## src/rtl/multi_timer.sv

```systemverilog
// Multi-channel programmable bus timer: NUM_CH down-counters with prescaler,
// one-shot / auto-reload / silent-periodic modes and W1C maskable interrupts.
//
// state   | meaning
// IDLE    | stopped, COUNT holds its value
// LOAD    | one cycle: COUNT <= PRESET, prescaler cleared
// COUNT   | counting down on prescale ticks; terminal event when COUNT==0
module multi_timer #(
    parameter int NUM_CH = 2,
    parameter int CNT_W  = 32
) (
    input  logic              clk,
    input  logic              rst_n,
    input  logic              we,
    input  logic [3:0]        addr,
    input  logic [31:0]       wdata,
    output logic [31:0]       rdata,
    output logic [NUM_CH-1:0] irq,
    output logic              irq_any
);

    localparam logic [1:0] S_IDLE  = 2'd0;
    localparam logic [1:0] S_LOAD  = 2'd1;
    localparam logic [1:0] S_COUNT = 2'd2;

    localparam logic [1:0] R_CTRL   = 2'd0;
    localparam logic [1:0] R_PRESET = 2'd1;
    localparam logic [1:0] R_COUNT  = 2'd2;
    localparam logic [1:0] R_STATUS = 2'd3;

    logic [NUM_CH-1:0][31:0] ch_rdata;

    for (genvar c = 0; c < NUM_CH; c++) begin : g_ch
        logic [7:0]       ctrl;
        logic [CNT_W-1:0] preset;
        logic [CNT_W-1:0] count;
        logic             pending;
        logic [14:0]      presc;
        logic [1:0]       state;
        logic             sel;
        logic             wr_ctrl;
        logic             wr_preset;
        logic             wr_status;
        logic [14:0]      ps_mask;
        logic             tick;

        assign sel       = we && (addr[3:2] == 2'(c));
        assign wr_ctrl   = sel && (addr[1:0] == R_CTRL);
        assign wr_preset = sel && (addr[1:0] == R_PRESET);
        assign wr_status = sel && (addr[1:0] == R_STATUS);

        // Low PS bits set: tick when the prescaler reaches 2^PS-1.
        assign ps_mask = ~(15'h7fff << ctrl[7:4]);
        assign tick    = (presc == ps_mask);

        always_ff @(posedge clk or negedge rst_n) begin
            if (!rst_n) begin
                ctrl    <= '0;
                preset  <= '0;
                count   <= '0;
                pending <= 1'b0;
                presc   <= '0;
                state   <= S_IDLE;
            end else begin
                if (wr_preset) begin
                    preset <= wdata[CNT_W-1:0];
                end
                if (wr_status && wdata[0]) begin
                    pending <= 1'b0;
                end
                // A CTRL write overrides the running sequence: EN=1 restarts, EN=0 freezes.
                if (wr_ctrl) begin
                    ctrl  <= wdata[7:0];
                    state <= wdata[0] ? S_LOAD : S_IDLE;
                end else begin
                    case (state)
                        S_IDLE: ;
                        S_LOAD: begin
                            count <= preset;
                            presc <= '0;
                            state <= S_COUNT;
                        end
                        S_COUNT: begin
                            if (count == '0) begin
                                case (ctrl[2:1])
                                    2'd1: begin
                                        pending <= 1'b1;
                                        state   <= S_LOAD;
                                    end
                                    2'd2: state <= S_LOAD;
                                    default: begin
                                        pending <= 1'b1;
                                        ctrl[0] <= 1'b0;
                                        state   <= S_IDLE;
                                    end
                                endcase
                            end else if (tick) begin
                                count <= count - CNT_W'(1);
                                presc <= '0;
                            end else begin
                                presc <= presc + 15'd1;
                            end
                        end
                        default: state <= S_IDLE;
                    endcase
                end
            end
        end

        assign irq[c] = pending & ctrl[3];

        assign ch_rdata[c] = (addr[1:0] == R_CTRL)   ? {24'b0, ctrl}   :
                             (addr[1:0] == R_PRESET) ? 32'(preset)     :
                             (addr[1:0] == R_COUNT)  ? 32'(count)      :
                                                       {31'b0, pending};
    end

    if (CNT_W < 32) begin : g_unused
        logic unused_wdata;
        assign unused_wdata = ^wdata[31:CNT_W];
    end

    always_comb begin
        rdata = '0;
        for (int c = 0; c < NUM_CH; c++) begin
            if (addr[3:2] == 2'(c)) begin
                rdata = ch_rdata[c];
            end
        end
    end

    assign irq_any = |irq;

endmodule

```

## config.mk

```make
export PLATFORM = sky130hd
export DESIGN_NAME = multi_timer
export DESIGN_NICKNAME = d
export VERILOG_FILES = /design/src/rtl/multi_timer.sv
export SDC_FILE = /design/constraint.sdc
export NUM_CORES = 1
export LEC_CHECK = 0
export CORE_UTILIZATION = 52
export DETAILED_ROUTE_END_ITERATION = 12
export PLACE_DENSITY = 0.68
export SYNTH_ARGS = -nofsm -noshare
export SYNTH_HDL_FRONTEND = slang
export SYNTH_SLANG_ARGS = --single-unit
```

## constraint.sdc

```tcl
create_clock -name clk -period 3.32 [get_ports clk]
set_input_delay 0.498 -clock clk [delete_from_list [all_inputs] [get_ports clk]]
set_output_delay 0.498 -clock clk [all_outputs]
set_load 0.02 [all_outputs]
```

---- Word-level counts from Yosys, hierarchy flattened ----
Index checks and enable logic that the tools add are counted.
word-level totals
  bits in registers ....................... 180
  output and inout port bits .............. 35
  input port bits ......................... 39
  logic and storage cells ................. 130
cells by class
  equal/unequal tests ..................... 24
  multiplexer cells ....................... 47
  reduce and logical (&&, ||, !) cells .... 33
  bitwise operators ....................... 6
  $add $sub $neg .......................... 4
  shift-type cells ........................ 2
operators with widths
  cell                                                  number
  two-way mux 32 bit                                    12
  case mux 32 bit (2 select lines)                      2
  zero test 32 bit                                      2
  subtractor 32 x 1 -> 32 bit (second input constant)   2
  two-way mux 15 bit                                    4
  case mux 15 bit (2 select lines)                      2
  adder 15 x 1 -> 15 bit (second input constant)        2
  equality test 15 bit                                  2
  NOT 15 bit                                            2
  left shift 15 x 4 -> 15 bit (first input constant)    2
  two-way mux 1 bit                                     21
  equality test 2 x 1 -> 1 bit (second input constant)  6
  equality test 2 bit (second input constant)           6
  != test 2 bit (second input constant)                 6
  case mux 2 bit (3 select lines)                       2
  AND reduction 3 bit                                   4
  nonzero test 2 bit                                    6
  logical AND 1 bit                                     10
  zero test 2 bit                                       4
  two-way mux 2 bit                                     4
  AND reduction 4 bit                                   2
  != test 3 bit (second input constant)                 2
  OR reduction 2 bit                                    3
  != test 2 x 1 -> 1 bit (second input constant)        2
  3 further kinds                                       6

---- Logic depth before layout (Yosys ltp) ----
Gate-level depths: netlist (run 1).
  depth after elaboration ................. 9
  gate-level depth with buffers ........... 12
  gate-level depth less buffers ........... 9

---- Worst setup path before layout (run 1) ----
OpenSTA, ideal clock, no wires.
  kind .................................... register -> register
  from .................................... register g_ch[1].count[6]
  to ...................................... register g_ch[1].count[14]
  path slack .............................. 0.556 ns
  clock period less this slack ............ 2.764 ns
  cell stages (with the launch flop) ...... 10
  required time ........................... 3.197 ns
  arrival ................................. 2.641 ns
  buffers on the path ..................... 2
  library setup time ...................... 0.123 ns
  cell sequence ........................... dfrtp_1 > or4_4 > or3_1 > buf_6 > nor4_4 > a21o_1 > buf_6 > o31ai_4 > o21a_1 > o221a_1
on the way
  cells in the longest elaborated chain, start to end .. 4
  elaborated cells on any way between the ends .. 7
  those cells by class .................... 1 x add/sub; 1 x eq/ne; 3 x mux; 2 x reduce/logical
RTL lines
  element                           line  RTL
  from (decl)                       36    logic [CNT_W-1:0] count;
  from (signal assigned)            79    count <= preset;
  from (signal assigned)            98    count <= count - CNT_W'(1);
  subtractor 32 x 1 -> 32 bit       98
  two-way mux 32 bit                97    end else if (tick) begin
  two-way mux 32 bit                84    if (count == '0) begin
  case mux 32 bit (2 select lines)  76    case (state)
Parallel ways exist; a longest one is shown, timed or not. The select of a mux whose other input is x is not followed.
A chain may end at the register's enable or synchronous reset.

---- Worst setup path in the final report (run 1) ----
  from .................................... register g_ch[1].ctrl[4]
  to ...................................... register g_ch[1].count[4]
on the way
  cells in the longest elaborated chain, start to end .. 5
RTL lines
  element                               line  RTL
  from (decl)                           34    logic [7:0] ctrl;
  from (signal assigned)                73    ctrl <= wdata[7:0];
  left shift 15 x 4 -> 15 bit           53    assign ps_mask = ~(15'h7fff << ctrl[7:4]);
  NOT 15 bit                            53
  equality test 15 bit                  54    assign tick = (presc == ps_mask);
  != test 2 bit (no source line)        n/a
  AND reduction 4 bit (no source line)  n/a
Every way passes these cells.

==> results by group, run 1 <==
Outcome
  • Run status: complete, no violations

Logic synthesis
  • Top cell type by total area after synthesis: dfrtp_1
  • Syn Inst Count: 1238
  • #FFs+latches synth: 180
  • Post-Syn Nets: 1289
  • Main synth FF type: dfrtp_1
  • Post-synthesis sequential area ratio: 40.0%
  • Avg Inst Size Synth: 9.09 µm²
  • Synth unique cells: 75
  • Count leader, synth: dfrtp_1
  • Post-synth EDFFs: 0
  • Top cells by count, synth: 180 x dfrtp_1, 97 x nand2_1, 80 x clkbuf_1, 80 x nor2_1, 70 x mux2_2
  • Top cells by area, synth: dfrtp_1 40%, mux2_2 7.0%, o22ai_1 3.5%
  • Yosys warns: 0
  • Mapped cell area: 11300 µm²
  • Fraction of registers with async set or reset after synthesis: 100%
  • Synth top area share: 40.0%

STA
  • Worst Max-Slew Pin Slew: 0.816 ns
  • Final worst slack: 0.170 ns
  • Skew final: 0.00962 ns
  • Max Fclk: 0.317 GHz
  • Final Slew Violations: 0
  • Worst rel slew slack: 45.4%
  • Final-report hold violation count: 0
  • Setup_tns: 0 ns
  • Fin crit share: 94.9%
  • RSZ-0062 raised after global routing: no
  • Tmin final: 3.15 ns
  • # setup viols final: 0

Clock tree
  • CTS Buffer Depth: 2
  • CTS tree: built
  • Clock Sink Count: 180
  • CTS clock-pin slew for the worst setup and hold paths: 0.07 ns
  • Gates resized, CTS repair: 0
  • Postcts setup bufs: 0
  • Root Driver: clkbuf_16
  • Latest clock arrival within the worst-skew pair: 0.44 ns
  • Hold_buf cts: 0
  • CTS H-tree depth: 4
  • TritonCTS buffer count: 17

Drt
  • Wire length on met1: 15.8 mm
  • Vias: 10800
  • Vias per inst: 6.73
  • Post-route ant nets: 0
  • Initial DRC count: 1304
  • Metal2 WL: 15.7 mm
  • Pre-antenna DRT Iters: 7
  • Top routing layer used: met4
  • Drt wl/cell: 22.4 µm
  • Remaining DRCs: 0
  • WL met3: 3.02 mm
  • Routed WL: 35.9 mm

Placement
  • Count of buffers from port buffering: 73
  • Routability cong.: 0.916
  • Pre-CTS WS: 0.176 ns
  • Dpl cell area: 12700 µm²
  • Dpl hpwl: 25.7 mm

Floorplan
  • Core area: 21200 µm²
  • Ports: 74
  • Die footprint: 22200 µm²
  • Initial core utilization: 53.2%
  • Die W: 149 µm
  • Die H: 149 µm
  • Rows: 53

Setup path
  • Register-to-Register Path Depth: 8
  • Worst path bufs/invs: 1
  • Crit Path Max Fanout: 7
  • WS Path Type: register to register
  • CP startpoint: g_ch[1].ctrl[4]
  • Worst Path Required: 3.65 ns
  • Setup crit end kind: register
  • Crit-path most repeated cell: or4_1
  • CP Launch Type: register
  • Worst path top cell family by delay: simple AND/OR/NAND/NOR gates
  • Critical path's slowest cell: or4_1
  • Reg2reg start: g_ch[1].ctrl[4]
  • Critical path cell sequence: or2_2, a2111oi_0, a211oi_1, or4_1, buf_4, or4_1, mux2i_1, nor2_1
  • Crit path DAT: 3.48 ns
  • Crit. path cell count: 8
  • Reg-to-reg critical path endpoint: g_ch[1].count[4]
  • Reg2reg setup slack: 0.17 ns
  • Slowest stage delay, CP: 0.72 ns
  • Worst setup endpoint: g_ch[1].count[4]

Power and ir drop
  • Pwr Density: 786 nW/µm²
  • Logic gate share of total power: 43.5%
  • Leak: 5.25 nW
  • Sw Ratio: 42.3%
  • Int Power: 6.04 mW
  • Clock share of power: 19.9%
  • Max VDD drop: 0.000399 V
  • Sequential power share: 36.6%
  • Total power: 10.5 mW
  • Psw: 4.43 mW

Global route
  • Largest net degree at the start of global routing: 68
  • First-pass GRT wire length: 56.7 mm
  • Vias in the first global route: 10100
  • Total grt overflow: 0
  • Total global-route track usage: 33.1%
  • Antenna violations before repair: 0

Min path
  • Hold Crit Class: input port to async pin

Finish
  • Final Net Count: 1367
  • Ant diodes: 0
  • Storage cell area: 4500 µm²
  • Area occupied by multi-input gates: 6250 µm²
  • Syn-to-layout area delta: 18.3%
  • Post-layout util: 63.0%
  • Design area: 13300 µm²
  • Ratio of cells with drive above 1 in the final layout: 16.2%
  • Fillers: 1786

Flow run
  • # Max-Cap Violations: 0
[cell families after synthesis]
| family | synth area share (%) |
|---|---|
| AOI/OAI and AO/OA | 21.6 |
| DFF | 40.0 |
| and+or+nand+nor | 21.3 |
| adders and majority gates | 1.33 |
| xor gates and xnor gates | 1.17 |
| muxes | 9.80 |
| buffers and inverters | 4.77 |
[per-layer routing]
| metal | track usage, % | vias to the layer above |
|---|---|---|
| li1 | - | 4883 |
| met1 | 48.3 | 5251 |
| met2 | 48.3 | 570 |
| met3 | 5.93 | 87 |
| met4 | 13.8 | 0 |
| met5 | 0 | - |
[layout make-up]
type	count	area share [%]
inverter	30	0.845
sequential	180	33.8
multi-input combinational	925	47.0
timing repair buffer	162	11.3
tap	275	2.58
clock inverter	13	1.11
clock buffer	19	3.40
[stage by stage]
| step | instances | hold slack, ns |
|---|---|---|
| 2_1_floorplan | 1238 | 0.202 |
| 3_3_place_gp | 1572 | 0.490 |
| 3_5_place_dp | 1572 | 0.494 |
| 4_1_cts | 1604 | 0.0403 |
| 5_1_grt | 1604 | 0.0620 |
| 6_report | 1604 | 0.0265 |
[power groups by stage]
stage / sequential, mW / combinational (mW) / clock, mW
6_report: 3.83 / 4.55 / 2.08
3_5_place_dp: 3.82 / 4.44 / 0
5_1_grt: 3.91 / 4.94 / 2.20
2_1_floorplan: 3.46 / 3.03 / 0
4_1_cts: 3.79 / 4.48 / 2.11
3_3_place_gp: 3.82 / 4.37 / 0
[cell usage in the layout (no fill, tap or decap), drive strengths merged, types with 47 or more instances in the layout]
cell type / n
o22ai: 63
dfrtp: 180
nor3: 52
buf: 89
clkdlybuf4s50: 72
mux2: 70
nor2: 80
a22oi: 48
a21oi: 47
nand2: 97
[worst reg2reg max path: cells and delay by family, from the launching register on]
family	cells	cell delay, ns
AO/OA/AOI/OAI	2	0.56
buffers and inverters	1	0.25
flip-flops	1	0.44
multiplexers	1	0.19
AND/OR/NAND/NOR	4	1.62
[registers in the layout, summed over array words and instances, names as in the netlist]
| signal | flops |
|---|---|
| g_ch.ctrl | 16 |
| g_ch.pending | 2 |
| g_ch.preset | 64 |
| g_ch.count | 64 |
| g_ch.state | 4 |
| g_ch.presc | 30 |
[how the worst min path moves through the flow]
| stage | slack, ns | start | cells after the start | endpoint |
|---|---|---|---|---|
| after CTS | 0.04 | rst_n | 1 | g_ch[1].count[14] |
| after detailed placement | 0.49 | g_ch[1].ctrl[3] | 2 | g_ch[1].ctrl[3] |
| after global placement | 0.49 | g_ch[1].ctrl[3] | 2 | g_ch[1].ctrl[3] |
| after floorplan | 0.20 | rst_n | 0 | g_ch[0].count[0] |
| after global routing | 0.06 | rst_n | 1 | g_ch[1].count[14] |
| final | 0.03 | rst_n | 1 | g_ch[1].count[14] |
(Power assumes the default switching activity.)
==> run 2, diff against run 1 <==
PLACE_DENSITY = 0.7   (was 0.68)
clock period = 2.8 ns   (was 3.32 ns; I/O delays follow)
==> run 2 against run 1 <==
Fmax rose by 14%. Die area unchanged. Combinational power grew 46%. Highest routed layer is now met5. Largest cell class unchanged. Worst hold slack improved by 0.46 ns. Via count rose by 5.8%. Critical path depth increased by 1. Global-route usage rose by 1.7 points. Wire length up 5.7%.
==> results by group, run 2 (synthesis results as in run 1) <==
STA
  • # setup viols final: 0
  • Skew final: 0.0135 ns
  • Final-report hold violation count: 0
  • Tmin final: 2.77 ns
  • Final worst slack: 0.0329 ns
  • Worst Max-Slew Pin Slew: 0.566 ns
  • Worst rel slew slack: 62.3%
  • Final Slew Violations: 0
  • RSZ-0062 raised after global routing: yes
  • Final Hold Slack: 0.491 ns
  • Fin crit share: 98.8%
  • Setup_tns: 0 ns
  • Max Fclk: 0.361 GHz

Placement
  • Count of buffers from port buffering: 73
  • Dpl hpwl: 27.6 mm
  • Routability cong.: 0.926
  • Pre-CTS WS: -0.145 ns

Clock tree
  • Latest clock arrival within the worst-skew pair: 0.45 ns
  • CTS clock-pin slew for the worst setup and hold paths: 0.08 ns
  • Root Driver: clkbuf_16
  • Clock Sink Count: 180
  • TritonCTS buffer count: 17
  • CTS tree: built
  • CTS H-tree depth: 4
  • CTS Buffer Depth: 2

Global route
  • Largest net degree at the start of global routing: 54
  • Vias in the first global route: 10700
  • Total global-route track usage: 34.9%
  • Total grt overflow: 0
  • First-pass GRT wire length: 59.4 mm
  • Antenna violations before repair: 1

Drt
  • Pre-antenna DRT Iters: 6
  • Post-route ant nets: 0
  • Routed WL: 38.0 mm
  • Drt wl/cell: 21.9 µm
  • Vias: 11400
  • Vias per inst: 6.59
  • Initial DRC count: 1290
  • Remaining DRCs: 0

Finish
  • Largest regs: g_ch.count: 64 flops, g_ch.preset: 64 flops, g_ch.presc: 30 flops
  • Final Net Count: 1495
  • Most frequent cells in the layout: 197 x buf_4, 176 x dfrtp_1, 96 x nand2_1
  • Syn-to-layout area delta: 28.8%
  • Ant diodes: 0
  • Ratio of cells with drive above 1 in the final layout: 25.7%
  • Fillers: 1676
  • Commonest non-fill, non-tap cell in the layout: buf_4

Floorplan
  • Die H: 149 µm
  • Die W: 149 µm
  • Die footprint: 22200 µm²
  • Rows: 53
  • Core area: 21200 µm²
  • Ports: 74
  • Initial core utilization: 53.2%

Setup path
  • WS Path Type: register to register
  • Worst path top cell family by delay: simple AND/OR/NAND/NOR gates
  • Worst path bufs/invs: 2
  • CP Launch Type: register
  • Critical path's slowest cell: or4b_4
  • Reg2reg setup slack: 0.03 ns
  • Slowest stage delay, CP: 0.56 ns
  • Critical path cell sequence: or4_4, or4b_4, nor4_4, buf_6, buf_4, nand2_1, nor4_1, xnor2_1, a21oi_1
  • Worst Path Required: 3.10 ns
  • Crit Path Max Fanout: 5
  • Setup crit end kind: register
  • Crit path DAT: 3.07 ns
  • Register-to-Register Path Depth: 9
  • Reg2reg start: g_ch[1].count[10]
  • Reg-to-reg critical path endpoint: g_ch[1].count[30]

Power and ir drop
  • Sequential power share: 31.5%
  • Psw: 5.61 mW
  • Int Power: 7.79 mW
  • Pwr Density: 924 nW/µm²
  • Logic gate share of total power: 49.7%
  • Total power: 13.4 mW
  • Leak: 6.11 nW
  • Clock share of power: 18.8%
  • Max VDD drop: 0.000662 V
  • Sw Ratio: 41.9%

Flow run
  • # Max-Cap Violations: 0

Min path
  • Hold Crit Class: input port to async pin

Outcome
  • Run status: complete, no violations
==> run 2: changes by cell type in the layout (fill, tap and decap cells not counted), sizes merged, moves of 2 or more <==
cell,delta
dlymetal6s2s,+2
clkinvlp,-3
inv,+5
buf,+127
clkdlybuf4s50,-32
dlygate4sd2,+30
==> run 2: timing repair <==
item / in CTS / in global routing
buffers inserted: 0 / 15
endpoints found under the hold margin: 49 / 0
pin swaps: 2 / 13
gates resized for setup: 37 / 50
hold buffers: 1 / 0
cloned: 0 / 0
endpoints found under the setup margin: 44 / 73
==> run 2: worst max-delay path by stage <==
stage / slack [ns] / cells after the start / to / start
final: 0.03 / 9 / g_ch[1].count[30] / g_ch[1].count[10]
after global routing: -0.04 / 9 / g_ch[1].count[30] / g_ch[1].count[10]
after CTS: 0.0003 / 6 / rdata[27] / addr[1]
after detailed placement: -0.14 / 10 / g_ch[1].presc[14] / addr[1]
after global placement: -0.11 / 8 / rdata[5] / addr[0]
after floorplan: 0.04 / 9 / g_ch[1].count[14] / g_ch[1].count[6]
==> run 2: power by group through the flow <==
| stage | Sequential, mW | Combinational (mW) | Clock [mW] |
|---|---|---|---|
| 2_1_floorplan | 4.10 | 3.59 | 0 |
| 3_3_place_gp | 4.20 | 6.14 | 0 |
| 3_5_place_dp | 4.22 | 6.26 | 0 |
| 4_1_cts | 4.18 | 6.29 | 2.53 |
| 5_1_grt | 4.31 | 7.14 | 2.63 |
| 6_report | 4.22 | 6.66 | 2.52 |
==> run 2: stage by stage <==
step	instances	cell area [µm²]	util (%)
CTS	1717	14200	67.0
floorplan	1238	11300	-
detailed placement	1684	13600	64.2
global route	1732	14500	68.6
global placement	1684	13600	64.2
finish	1732	14500	68.6
==> run 2: area by class of cell <==
type | count | area [µm²] | share of cell area [%]
clock inverters | 14 | 165 | 1.14
flip-flops and latches | 180 | 4510 | 31.1
clock buffers | 18 | 439 | 3.03
repair buffers | 290 | 2500 | 17.3
multi-input cells | 925 | 6430 | 44.3
inverters | 30 | 113 | 0.777
well taps | 275 | 344 | 2.37
==> run 2: metal layers <==
| metal | vias up | share of wire, % | routed length [µm] | GRT usage (%) |
|---|---|---|---|---|
| li1 | 5130 | - | - | - |
| met1 | 5499 | 42 | 15900 | 49.5 |
| met5 | - | 0.037 | 14 | 0 |
| met2 | 687 | 45 | 17000 | 52.3 |
| met3 | 98 | 9.1 | 3470 | 5.54 |
| met4 | 2 | 4.0 | 1530 | 15.7 |
==> patch: new RTL, config.mk and constraints of run 2 <==
Add an input register stage for `we`, `addr` and `wdata`, with the module's reset; this delays them by one clock.
--- a/src/rtl/multi_timer.sv
+++ b/src/rtl/multi_timer.sv
@@ -29,4 +29,20 @@
     localparam logic [1:0] R_STATUS = 2'd3;
 
+    logic we_q;
+    logic [3:0] addr_q;
+    logic [31:0] wdata_q;
+
+    always_ff @(posedge clk or negedge rst_n) begin
+        if (!rst_n) begin
+            we_q    <= '0;
+            addr_q  <= '0;
+            wdata_q <= '0;
+        end else begin
+            we_q    <= we;
+            addr_q  <= addr;
+            wdata_q <= wdata;
+        end
+    end
+
     logic [NUM_CH-1:0][31:0] ch_rdata;
 
@@ -45,8 +61,8 @@
         logic             tick;
 
-        assign sel       = we && (addr[3:2] == 2'(c));
-        assign wr_ctrl   = sel && (addr[1:0] == R_CTRL);
-        assign wr_preset = sel && (addr[1:0] == R_PRESET);
-        assign wr_status = sel && (addr[1:0] == R_STATUS);
+        assign sel       = we_q && (addr_q[3:2] == 2'(c));
+        assign wr_ctrl   = sel && (addr_q[1:0] == R_CTRL);
+        assign wr_preset = sel && (addr_q[1:0] == R_PRESET);
+        assign wr_status = sel && (addr_q[1:0] == R_STATUS);
 
         // Low PS bits set: tick when the prescaler reaches 2^PS-1.
@@ -64,13 +80,13 @@
             end else begin
                 if (wr_preset) begin
-                    preset <= wdata[CNT_W-1:0];
+                    preset <= wdata_q[CNT_W-1:0];
                 end
-                if (wr_status && wdata[0]) begin
+                if (wr_status && wdata_q[0]) begin
                     pending <= 1'b0;
                 end
                 // A CTRL write overrides the running sequence: EN=1 restarts, EN=0 freezes.
                 if (wr_ctrl) begin
-                    ctrl  <= wdata[7:0];
-                    state <= wdata[0] ? S_LOAD : S_IDLE;
+                    ctrl  <= wdata_q[7:0];
+                    state <= wdata_q[0] ? S_LOAD : S_IDLE;
                 end else begin
                     case (state)
@@ -110,7 +126,7 @@
         assign irq[c] = pending & ctrl[3];
 
-        assign ch_rdata[c] = (addr[1:0] == R_CTRL)   ? {24'b0, ctrl}   :
-                             (addr[1:0] == R_PRESET) ? 32'(preset)     :
-                             (addr[1:0] == R_COUNT)  ? 32'(count)      :
+        assign ch_rdata[c] = (addr_q[1:0] == R_CTRL)   ? {24'b0, ctrl}   :
+                             (addr_q[1:0] == R_PRESET) ? 32'(preset)     :
+                             (addr_q[1:0] == R_COUNT)  ? 32'(count)      :
                                                        {31'b0, pending};
     end
@@ -118,5 +134,5 @@
     if (CNT_W < 32) begin : g_unused
         logic unused_wdata;
-        assign unused_wdata = ^wdata[31:CNT_W];
+        assign unused_wdata = ^wdata_q[31:CNT_W];
     end
 
@@ -124,5 +140,5 @@
         rdata = '0;
         for (int c = 0; c < NUM_CH; c++) begin
-            if (addr[3:2] == 2'(c)) begin
+            if (addr_q[3:2] == 2'(c)) begin
                 rdata = ch_rdata[c];
             end
Function: changed (Yosys sat finds a counterexample within 4 cycles, from zero or initial values and one cycle with rst_n low).
==> patch against run 2 <==
Synthesized area rose by 5.4%. Total power decreased by 1.7%. Setup slack worse by 0.030 ns. Wire length fell by 4.6%. Sequential cell count grew 37. Final area increased by 1.6%. Via count down 3.6%. Sequential power rose by 17%. Critical endpoint is now g_ch[1].count[18]. Highest routed layer is now met4.
==> patch: results (changes against run 2) <==
Outcome: complete, no violations
Wl on met1: 15330 µm (-3.7%)
Register Area: 5436 µm² (+21%)
Reg-to-reg critical path endpoint: g_ch[1].count[18]
Post-Layout Cell Count: 1676 (-3.2%)
Vias in the first global route: 10250 (-4.1%)
Pin count of the biggest net entering global routing: 76 (+41%)
Top Registers: g_ch.count (64), g_ch.preset (64), wdata_q (32)
Placed cell area: 13550 µm² (-0.18%)
Design Area, Final: 14730 µm² (+1.6%)
DP Cell Count: 1616 (-4.0%)
CTS H-tree lvls: 1 (-3)
M3 GR Usage: 4.480% (-1.1 points)
Worst EP arrival: 3.25 ns (+0.18 ns)
GPL Wtd Cong: 0.9755 (+5.3%)
Most frequent cells after synthesis: dfrtp_1 (217), nand2_1 (95), nor2_1 (90)
Overall global routing resource usage: 30.32% (-4.5 points)
PnR Total Power: 13.17 mW (-1.7%)
M1 GR Usage: 43.54% (-6.0 points)
Clk. pwr: 3.54 mW (+40%)
Highest metal used: met4
Cell Int Power: 8.302 mW (+6.6%)
VDD IR max: 0.0005556 V (-16%)
Mean post-synth cell area: 9.512 µm² (+4.6%)
CTS Buffer Depth: 3 (+1)
Multi-In Gates: 911 (-1.5%)
CTS sink cnt: 217 (+21%)
TritonRoute pass-1 iters: 5 (-1)
Measured slew at the worst slew-check pin: 0.8540 ns (+0.2878 ns)
Fraction of area in multi-input gates: 41.84% (-2.5 points)
Adder-cell share of the synthesized area: 1.266% (-0.068 points)
Dpl ws: -0.02420 ns (+0.1204 ns)
Iteration-0 DRC Markers: 1171 (-9.2%)
Logic gate share of total power: 35.8% (-14 points)
GRT met2 Usage: 44.97% (-7.4 points)
Setup ws final: 0.002824 ns (-0.03010 ns)
Buffering overhead: 12.23% (-5.0 points)
XOR/XNOR Fraction of Synth Area: 0% (-1.2 points)
WL met3: 3156 µm (-9.0%)
Vias per cell: 6.568 (-0.35%)
# clk buffers: 31 (+13)
Layout cells sized above 1: 21.99% (-3.7 points)
CP startpoint: g_ch[1].count[12]
Register-to-Register Path Depth: 11 (+2)
Syn Std Cell Area: 11860 µm² (+5.4%)
Initial antenna violation count: 0 (-1)
Total CTS buffers: 25 (+8)
Leakage: 6.109 nW (about the same)
Clock-cell share of area: 6.024% (+1.9 points)
Compound-gate portion of the synthesized area: 20.24% (-1.4 points)
Synth unique cells: 70 (-6.7%)
Mapped Nets: 1298 (+0.70%)
First-pass GRT wire length: 56480 µm (-4.9%)
Fill cells: 1746 (+4.2%)
Final WL: 36200 µm (-4.6%)
Synth area leaders: dfrtp_1 (46%), mux2_2 (7.2%), o22ai_1 (3.7%)
Setup Skew: 0.01336 ns (-0.0001245 ns)
## patch: cell families after synthesis
kind of cell | after synthesis
mux | 118
flops | 217
buf+inv | 121
compound gates | 371
simple gates | 408
fa+ha+maj | 12
## patch: worst min-delay path by stage
stage	from	end
6_report	wdata[23]	wdata_q[23]
5_1_grt	wdata[27]	wdata_q[27]
4_1_cts	wdata[17]	wdata_q[17]
3_5_place_dp	rst_n	g_ch[1].preset[23]
3_3_place_gp	rst_n	wdata_q[23]
2_1_floorplan	rst_n	addr_q[0]
## patch: critical path, delay by kind of cell (launching register included)
family | cells | cell delay, ns
simple gates | 5 | 1.40
buf+inv | 3 | 0.55
flops | 1 | 0.38
compound gates | 2 | 0.29
mux | 1 | 0.09
## patch: timing repair
| item | in CTS | in global routing |
|---|---|---|
| hold buffers | 1 | 0 |
| pin swaps | 0 | 6 |
| cloned | 0 | 5 |
| endpoints found under the setup margin | 37 | 56 |
| buffers inserted | 0 | 9 |
| gates resized for setup | 41 | 40 |
| hold endpoints to repair | 71 | 0 |
